--- config.mk ---
export PLATFORM = sky130hd
export DESIGN_NAME = traffic_phase_controller
export DESIGN_NICKNAME = d
export VERILOG_FILES = /design/src/rtl/traffic_phase_controller.sv
export SDC_FILE = /design/constraint.sdc
export NUM_CORES = 1
export LEC_CHECK = 0
export CAP_MARGIN = 20
export CORE_MARGIN = 5
export CORE_UTILIZATION = 45
export DETAILED_ROUTE_END_ITERATION = 12
export PLACE_DENSITY = 0.66
export SETUP_SLACK_MARGIN = 0.4
export SYNTH_ARGS = -nofsm -noshare
export SYNTH_HDL_FRONTEND = slang
export SYNTH_SLANG_ARGS = --single-unit
--- constraint.sdc ---
create_clock -name clock -period 2.1 [get_ports clock]
set_input_delay 0.42 -clock clock [delete_from_list [all_inputs] [get_ports clock]]
set_output_delay 0.42 -clock clock [all_outputs]
set_load 0.05 [all_outputs]
--- src/rtl/traffic_phase_controller.sv ---
// Two-approach traffic phase controller: NS/EW greens with yellow and
// all-red clearance, demand latches per direction and min/max green timing.
module traffic_phase_controller #(
  parameter int unsigned MIN_GREEN = 4,
  parameter int unsigned MAX_GREEN = 12,
  parameter int unsigned YELLOW    = 3,
  parameter int unsigned ALL_RED   = 1
) (
  input  logic       clock,
  input  logic       reset,
  input  logic       EWCar,
  input  logic       NSCar,
  output logic [2:0] EWLite,
  output logic [2:0] NSLite,
  output logic [2:0] phase
);

  typedef enum logic [2:0] {
    NsGreen  = 3'd0,
    NsYellow = 3'd1,
    RedToEw  = 3'd2,
    EwGreen  = 3'd3,
    EwYellow = 3'd4,
    RedToNs  = 3'd5
  } state_e;

  // Terminal counts expressed as the cnt value seen on the exit edge.
  localparam logic [7:0] MinLast    = 8'(MIN_GREEN - 1);
  localparam logic [7:0] MaxLast    = 8'(MAX_GREEN - 1);
  localparam logic [7:0] YellowLast = 8'(YELLOW - 1);
  localparam logic [7:0] RedLast    = 8'(ALL_RED - 1);

  localparam logic [2:0] LampRed    = 3'b100;
  localparam logic [2:0] LampYellow = 3'b010;
  localparam logic [2:0] LampGreen  = 3'b001;

  state_e     state_q, state_d;
  logic [7:0] cnt;
  logic       ew_pend, ns_pend;
  logic       xreq;

  // Lamp pattern {EWLite, NSLite} for a state; unreachable codes show all red.
  function automatic logic [5:0] lamps(input state_e s);
    logic [5:0] l;
    l = {LampRed, LampRed};
    case (s)
      NsGreen:  l = {LampRed, LampGreen};
      NsYellow: l = {LampRed, LampYellow};
      EwGreen:  l = {LampGreen, LampRed};
      EwYellow: l = {LampYellow, LampRed};
      default:  l = {LampRed, LampRed};
    endcase
    return l;
  endfunction

  // Next-state: greens exit on cross demand, yellow/all-red run fixed durations.
  always_comb begin
    state_d = state_q;
    xreq    = 1'b0;
    case (state_q)
      NsGreen: begin
        xreq = EWCar | ew_pend;
        if (xreq && ((cnt >= MinLast && !NSCar) || cnt >= MaxLast)) state_d = NsYellow;
      end
      NsYellow: if (cnt == YellowLast) state_d = RedToEw;
      RedToEw:  if (cnt == RedLast)    state_d = EwGreen;
      EwGreen: begin
        xreq = NSCar | ns_pend;
        if (xreq && ((cnt >= MinLast && !EWCar) || cnt >= MaxLast)) state_d = EwYellow;
      end
      EwYellow: if (cnt == YellowLast) state_d = RedToNs;
      RedToNs:  if (cnt == RedLast)    state_d = NsGreen;
      default:  state_d = NsGreen;
    endcase
  end

  // State, dwell counter, demand latches and registered Moore outputs.
  always_ff @(posedge clock) begin
    if (reset) begin
      state_q <= NsGreen;
      cnt     <= 8'd0;
      ew_pend <= 1'b0;
      ns_pend <= 1'b0;
      EWLite  <= LampRed;
      NSLite  <= LampGreen;
      phase   <= 3'd0;
    end else begin
      state_q <= state_d;
      if (state_d != state_q)  cnt <= 8'd0;
      else if (cnt != 8'hff)   cnt <= cnt + 8'd1;
      // Clearing on green entry takes precedence over a same-edge set.
      if (state_d == EwGreen && state_q != EwGreen) ew_pend <= 1'b0;
      else if (EWCar && state_q != EwGreen)         ew_pend <= 1'b1;
      if (state_d == NsGreen && state_q != NsGreen) ns_pend <= 1'b0;
      else if (NSCar && state_q != NsGreen)         ns_pend <= 1'b1;
      {EWLite, NSLite} <= lamps(state_d);
      phase            <= state_d;
    end
  end

endmodule

==> results of run 1 <==
flip-flops by register name, indices dropped and copies added (netlist names):
| name | flops |
|---|---|
| cnt | 8 |
| EWLite | 3 |
| NSLite | 3 |
| state_q | 3 |
| ew_pend | 1 |
| ns_pend | 1 |
metal layers:
layer	GRT usage [%]	part of all wire, %	routed length (um)
met5	0	0	0
met1	22.8	46	1170
met3	2.67	5.4	135
met4	5.96	1.6	40
met2	23.5	47	1170
worst paths after layout:
check | start | end | cells after the start | slack [ns]
max reg2reg | cnt[0] | cnt[3] | 8 | 0.27
min | ew_pend | ew_pend | 2 | 0.51
max | EWCar | cnt[3] | 8 | 0.26
min reg2reg | ew_pend | ew_pend | 2 | 0.51
stage by stage:
step / instance area [um2] / hold slack (ns) / power (mW)
5_1_grt: 1420 / 0.553 / 1.05
3_3_place_gp: 1230 / 0.484 / 0.726
6_report: 1420 / 0.505 / 0.985
3_5_place_dp: 1230 / 0.486 / 0.730
2_1_floorplan: 1030 / 0.469 / 0.652
4_1_cts: 1290 / 0.505 / 0.922
worst reg2reg max path, cell delays in order, from the launching register on:
cell and delay, ns:
dfxtp_2 0.36, ha_1 0.26, nor2_4 0.15, a211oi_1 0.13, a2111oi_4 0.34, buf_4 0.19
nand4_4 0.06, buf_6 0.16, a21oi_2 0.13
logic make-up after synthesis:
| family | Yosys count |
|---|---|
| XOR/XNOR | 2 |
| adder cells (fa/ha/maj) | 3 |
| buffers and inverters | 9 |
| multiplexers | 4 |
| AND/OR/NAND/NOR | 49 |
| flip-flops | 19 |
| AO/OA/AOI/OAI | 30 |
layout make-up:
cell class                 instances  area share [%]
inverter                           4            1.05
clock inverter                     1           0.351
clock buffer                       3            1.58
timing repair buffer              28            16.3
tap                               28            2.46
sequential                        19            27.5
multi-input combinational         88            50.8
layout by cell type, fill, tap and decap left out, types with 2 or more instances in the layout:
| master | instances |
|---|---|
| a21o_1 | 2 |
| a21oi_1 | 2 |
| a21oi_2 | 8 |
| a31oi_1 | 2 |
| and2_1 | 3 |
| and3_1 | 2 |
| buf_4 | 13 |
| buf_6 | 2 |
| clkbuf_2 | 2 |
| clkbuf_4 | 3 |
| clkdlybuf4s50_1 | 2 |
| dfxtp_1 | 12 |
| dfxtp_2 | 6 |
| dlygate4sd2_1 | 6 |
| ha_1 | 3 |
| inv_1 | 4 |
| mux2i_1 | 3 |
| nand2b_1 | 4 |
| nand3_1 | 6 |
| nand4_1 | 2 |
| nor2_1 | 9 |
| nor2b_1 | 4 |
| nor3_1 | 3 |
| nor3b_1 | 3 |
| o211ai_1 | 3 |
| o21ai_0 | 2 |
timing repair:
| item | 4_1_cts | 5_1_grt |
|---|---|---|
| pin swaps | 4 | 9 |
| gates resized for setup | 20 | 24 |
| endpoints found under the setup margin | 23 | 16 |
| cloned | 0 | 1 |
| setup buffers | 2 | 5 |
power by group:
part	internal, mW	switching [mW]
clock network	0.0709	0.119
logic	0.152	0.210
registers	0.395	0.0393
total	0.618	0.368
==> flow_metrics.tcl, run 1 <==
set metrics [dict create \
    ant_nets 0 \
    antenna_found_initial 0 \
    layout.nets 151 \
    synth.cell_area_um2 1020 \
    rsz0062_at_grt "true" \
    initial_core_util_pct 46.7 \
    synth-seq-cells 19 \
    cpMaxStageDelayCell "clkdlybuf4s50_1" \
    synthSimpleGateAreaFrac_pct 29.1 \
    multi_input_area_um2 723 \
    synth_common_cells "dfxtp_1, nor2_1, a21oi_1" \
    clk_latency_ns 0.30 \
    critPathTopFamily "buffers and inverters" \
    overflow 0 \
    worstPathArrival_ns 2.08 \
    fill_cells 193 \
    diodes 0 \
    yosysWarnings 0 \
    cp_cell_sequence "clkdlybuf4s50_1 > nor2b_1 > a211oi_1 > a2111oi_4 > buf_4 > nand4_4 > buf_6 > a21oi_2" \
    worst-path-buf-inv 3 \
    skew_ns 0.00257 \
    dp.cells 159 \
    leakage_nw 0.554 \
    drc 0 \
    dr_total_vias 975 \
    synthMuxAreaShare_pct 3.91 \
    crit_path_end_kind "flop" \
    grt_pass1_wl_mm 4.14 \
    core_um2 2190 \
    drt_iter0_drc 33 \
    synth_area_leaders "dfxtp_1, a21oi_1, nor2_1, mux2i_1, ha_1" \
    dp_hpwl_mm 1.63 \
    area.growth.synth_to_final_pct 39.1 \
    async_flop_share_pct 0 \
    synth.most_common_cell "dfxtp_1" \
    cts.sinks 19 \
    fin_setup_tns_ns 0 \
    max_freq_ghz 0.544 \
    place_ws_ns -0.0551 \
    final_core_util_pct 65.0 \
    synth_compound_area_share_pct 21.1 \
    numPortBuffers 12 \
    rows 17 \
    cts.reportedPaths.clkPinSlew_ns 0.11 \
    synth_top_family_by_area "simple AND/OR/NAND/NOR gates" \
    wl_per_cell_um 14.7 \
    power.density_nw_per_um2 692 \
    drt-total-wl_mm 2.52 \
    seq_area_frac_synth_pct 37.2 \
    cts.htree.levels 1 \
    cts-root-buf "clkbuf_4" \
    min_period_ns 1.84 \
    synth_ff_type "dfxtp_1" \
    io_pins 13 \
    grt_max_degree 14 \
    finalSetupViolations 0 \
    postCtsHoldBufs 0 \
    syn_inst 116 \
    synth_edf_count 0 \
    track_usage_pct 15.9 \
    synth_top_area_cell "dfxtp_1" \
    cpPeakStageDelay_ns 0.48 \
    synthDistinctLibCells 37 \
    run_status "finished clean" \
    cp.required_ns 2.34 \
    regArea_um2 392 \
    synthXorXnorAreaFrac_pct 1.71 \
    fin_crit_sh_pct 87.5 \
    hold_class "flop to flop" \
    synth_nets 123 \
    viasPerCell 5.70 \
    finalHoldViolations 0 \
    drv_slew 0 \
    ir_drop_mv 0.439 \
    crit_fanout 8 \
    cts-buffers-inserted 3 \
    tightest_slew_ns 0.490 \
    cp-start-kind "input port" \
    dr.pass1.iters 4 \
    relSlewSlack_pct 67.5 \
    final_cells 171 \
    synthAdderAreaFrac_pct 3.67 \
    gp_congestion 0.808 \
    cap_violations 0 \
    dieHeight_um 57.7 \
    crit_type "input port to flop" \
    fp.dieArea_um2 3330 \
    syn-mean-instance-area_um2 8.82 \
    clockBufferDepth 2 \
    synth_top_cell_area_share_pct 37.2 \
    grt_pass1_vias 879 \
    setup_ws_ns 0.262 \
    drive_above_1_share_pct 36.4 \
    die_w_um 57.7 \
    cts_tree "yes" \
]
Note: power is estimated with default switching activity, not from simulation.
==> run 2, diff against run 1 <==
--- a/config.mk
+++ b/config.mk
@@ -10,7 +10,7 @@
 export CORE_UTILIZATION = 45
 export DETAILED_ROUTE_END_ITERATION = 12
 export PLACE_DENSITY = 0.66
-export SETUP_SLACK_MARGIN = 0.4
+export SETUP_SLACK_MARGIN = 0.5
 export SYNTH_ARGS = -nofsm -noshare
 export SYNTH_HDL_FRONTEND = slang
 export SYNTH_SLANG_ARGS = --single-unit
==> constraint.sdc (replaced) <==
create_clock -name clock -period 2.3 [get_ports clock]
set_input_delay 0.46 -clock clock [delete_from_list [all_inputs] [get_ports clock]]
set_output_delay 0.46 -clock clock [all_outputs]
set_load 0.05 [all_outputs]
==> run 2 against run 1 <==
Compared with the run above:
- die area unchanged
- sequential share of layout area rose by 1.2 points
- non-clock buffer count is 5 lower
- register-to-register slack better by 0.28 ns
- critical path type is now flop to flop
- clock skew grew 0.0044 ns
==> flow_metrics.tcl, run 2 (synthesis results as in run 1) <==
set metrics [dict create \
    run_status "finished clean" \
    ir_drop_mv 0.393 \
    worstPathArrival_ns 2.01 \
    antenna_found_initial 0 \
    cpMaxStageDelayCell "dfxtp_4" \
    rsz0062_at_grt "true" \
    fill_cells 192 \
    worst-path-buf-inv 3 \
    crit_type "flop to flop" \
    dr_wl_met2_mm 1.15 \
    final_cells 166 \
    relSlewSlack_pct 67.3 \
    drt-total-wl_mm 2.42 \
    regArea_um2 392 \
    wl_met3_um 150 \
    multi_input_area_um2 691 \
    clk_latency_ns 0.31 \
    min_period_ns 1.75 \
    tightest_slew_ns 0.493 \
    dp_hpwl_mm 1.60 \
    overflow 0 \
    cts_tree "yes" \
    fin_crit_sh_pct 76.1 \
    ant_nets 0 \
    cp.required_ns 2.56 \
    clockBufferDepth 2 \
    timing.hold.ws_ns 0.496 \
    grt_pass1_wl_mm 3.85 \
    final_area_um2 1370 \
    cts.sinks 19 \
    fp.dieArea_um2 3330 \
    drive_above_1_share_pct 32.6 \
    cts-buffers-inserted 3 \
    cts.reportedPaths.clkPinSlew_ns 0.11 \
    finalHoldViolations 0 \
    crit_path_end_kind "flop" \
    dr.pass1.iters 4 \
    die_w_um 57.7 \
    drv_slew 0 \
    crit_path_frequent_cell "buf_4" \
    drt_iter0_drc 22 \
    layout.nets 146 \
    initial_core_util_pct 46.7 \
    top_register "cnt" \
    wl_per_cell_um 14.6 \
    cpPeakStageDelay_ns 0.37 \
    final_common_cell "dfxtp_1" \
    max_freq_ghz 0.571 \
    largest_register_ff_count 8 \
    drc 0 \
    fin_setup_tns_ns 0 \
    gp_congestion 0.784 \
    grt_max_degree 14 \
    track_usage_pct 14.6 \
    dr_total_vias 976 \
    cp-start-kind "flop" \
    p_total_mw 0.888 \
    area.growth.synth_to_final_pct 33.4 \
    finalSetupViolations 0 \
    drt-met1-wl_mm 1.07 \
    postCtsHoldBufs 0 \
    critPathTopFamily "simple AND/OR/NAND/NOR gates" \
    layout_common_cells "dfxtp_1, nor2_1, a21oi_2, buf_4" \
    skew_ns 0.00697 \
    viasPerCell 5.88 \
    core_um2 2190 \
    power.density_nw_per_um2 650 \
    cp_cell_sequence "nor4_4 > buf_6 > and4_1 > a211oi_2 > buf_4 > buf_4 > a31oi_1 > and2_1" \
    io_pins 13 \
    diodes 0 \
    grt_pass1_vias 877 \
    dieHeight_um 57.7 \
    numPortBuffers 12 \
    cts-root-buf "clkbuf_4" \
    routed.top_layer "met4" \
    leakage_nw 0.542 \
    dpl-instance-area_um2 1200 \
    cap_violations 0 \
    hold_class "flop to flop" \
    dp.cells 156 \
    crit_fanout 5 \
    cts.htree.levels 1 \
    rows 17 \
]
-- run 2: worst paths after layout --
path	start	to	slack (ns)	cells past startpoint
max reg2reg	cnt[6]	NSLite[1]	0.55	8
min reg2reg	ew_pend	ew_pend	0.50	2
max	cnt[6]	NSLite[1]	0.55	8
min	ew_pend	ew_pend	0.50	2
-- run 2: report_power, final --
group / total (mW) / switching (mW) / internal [mW]
logic: 0.317 / 0.186 / 0.132
clock network: 0.173 / 0.108 / 0.0650
registers: 0.398 / 0.0371 / 0.361
-- run 2: routing by layer --
| layer | vias to the layer above | GRT usage (%) |
|---|---|---|
| met5 | - | 0 |
| met1 | 466 | 18.5 |
| met3 | 5 | 3.34 |
| met4 | 0 | 6.95 |
| met2 | 33 | 23.2 |
| li1 | 472 | - |
-- run 2: stage by stage --
| step | utilization, % | setup WS [ns] |
|---|---|---|
| floorplan | - | 0.521 |
| global placement | 54.8 | 0.102 |
| detailed placement | 54.8 | 0.0540 |
| CTS | 57.2 | 0.488 |
| global route | 62.3 | 0.463 |
| finish | 62.3 | 0.550 |
-- run 2: final cells by class --
class,count,share of cell area [%]
clock buffers,3,1.65
well taps,28,2.57
inverters,4,1.10
repair buffers,23,15.0
multi-input cells,88,50.6
flip-flops and latches,19,28.7
clock inverters,1,0.367
-- run 2: repair_timing --
item / in CTS / in global routing
setup endpoints to repair: 21 / 16
resized for setup: 14 / 30
pin swaps: 3 / 10
buffers inserted: 2 / 3
cloned: 0 / 1
-- run 2: worst register-to-register path, cell delays in order (launching register included) --
cell,delay (ns)
dfxtp_4,0.37
nor4_4,0.30
buf_6,0.16
and4_1,0.23
a211oi_2,0.06
buf_4,0.16
buf_4,0.13
a31oi_1,0.17
and2_1,0.14
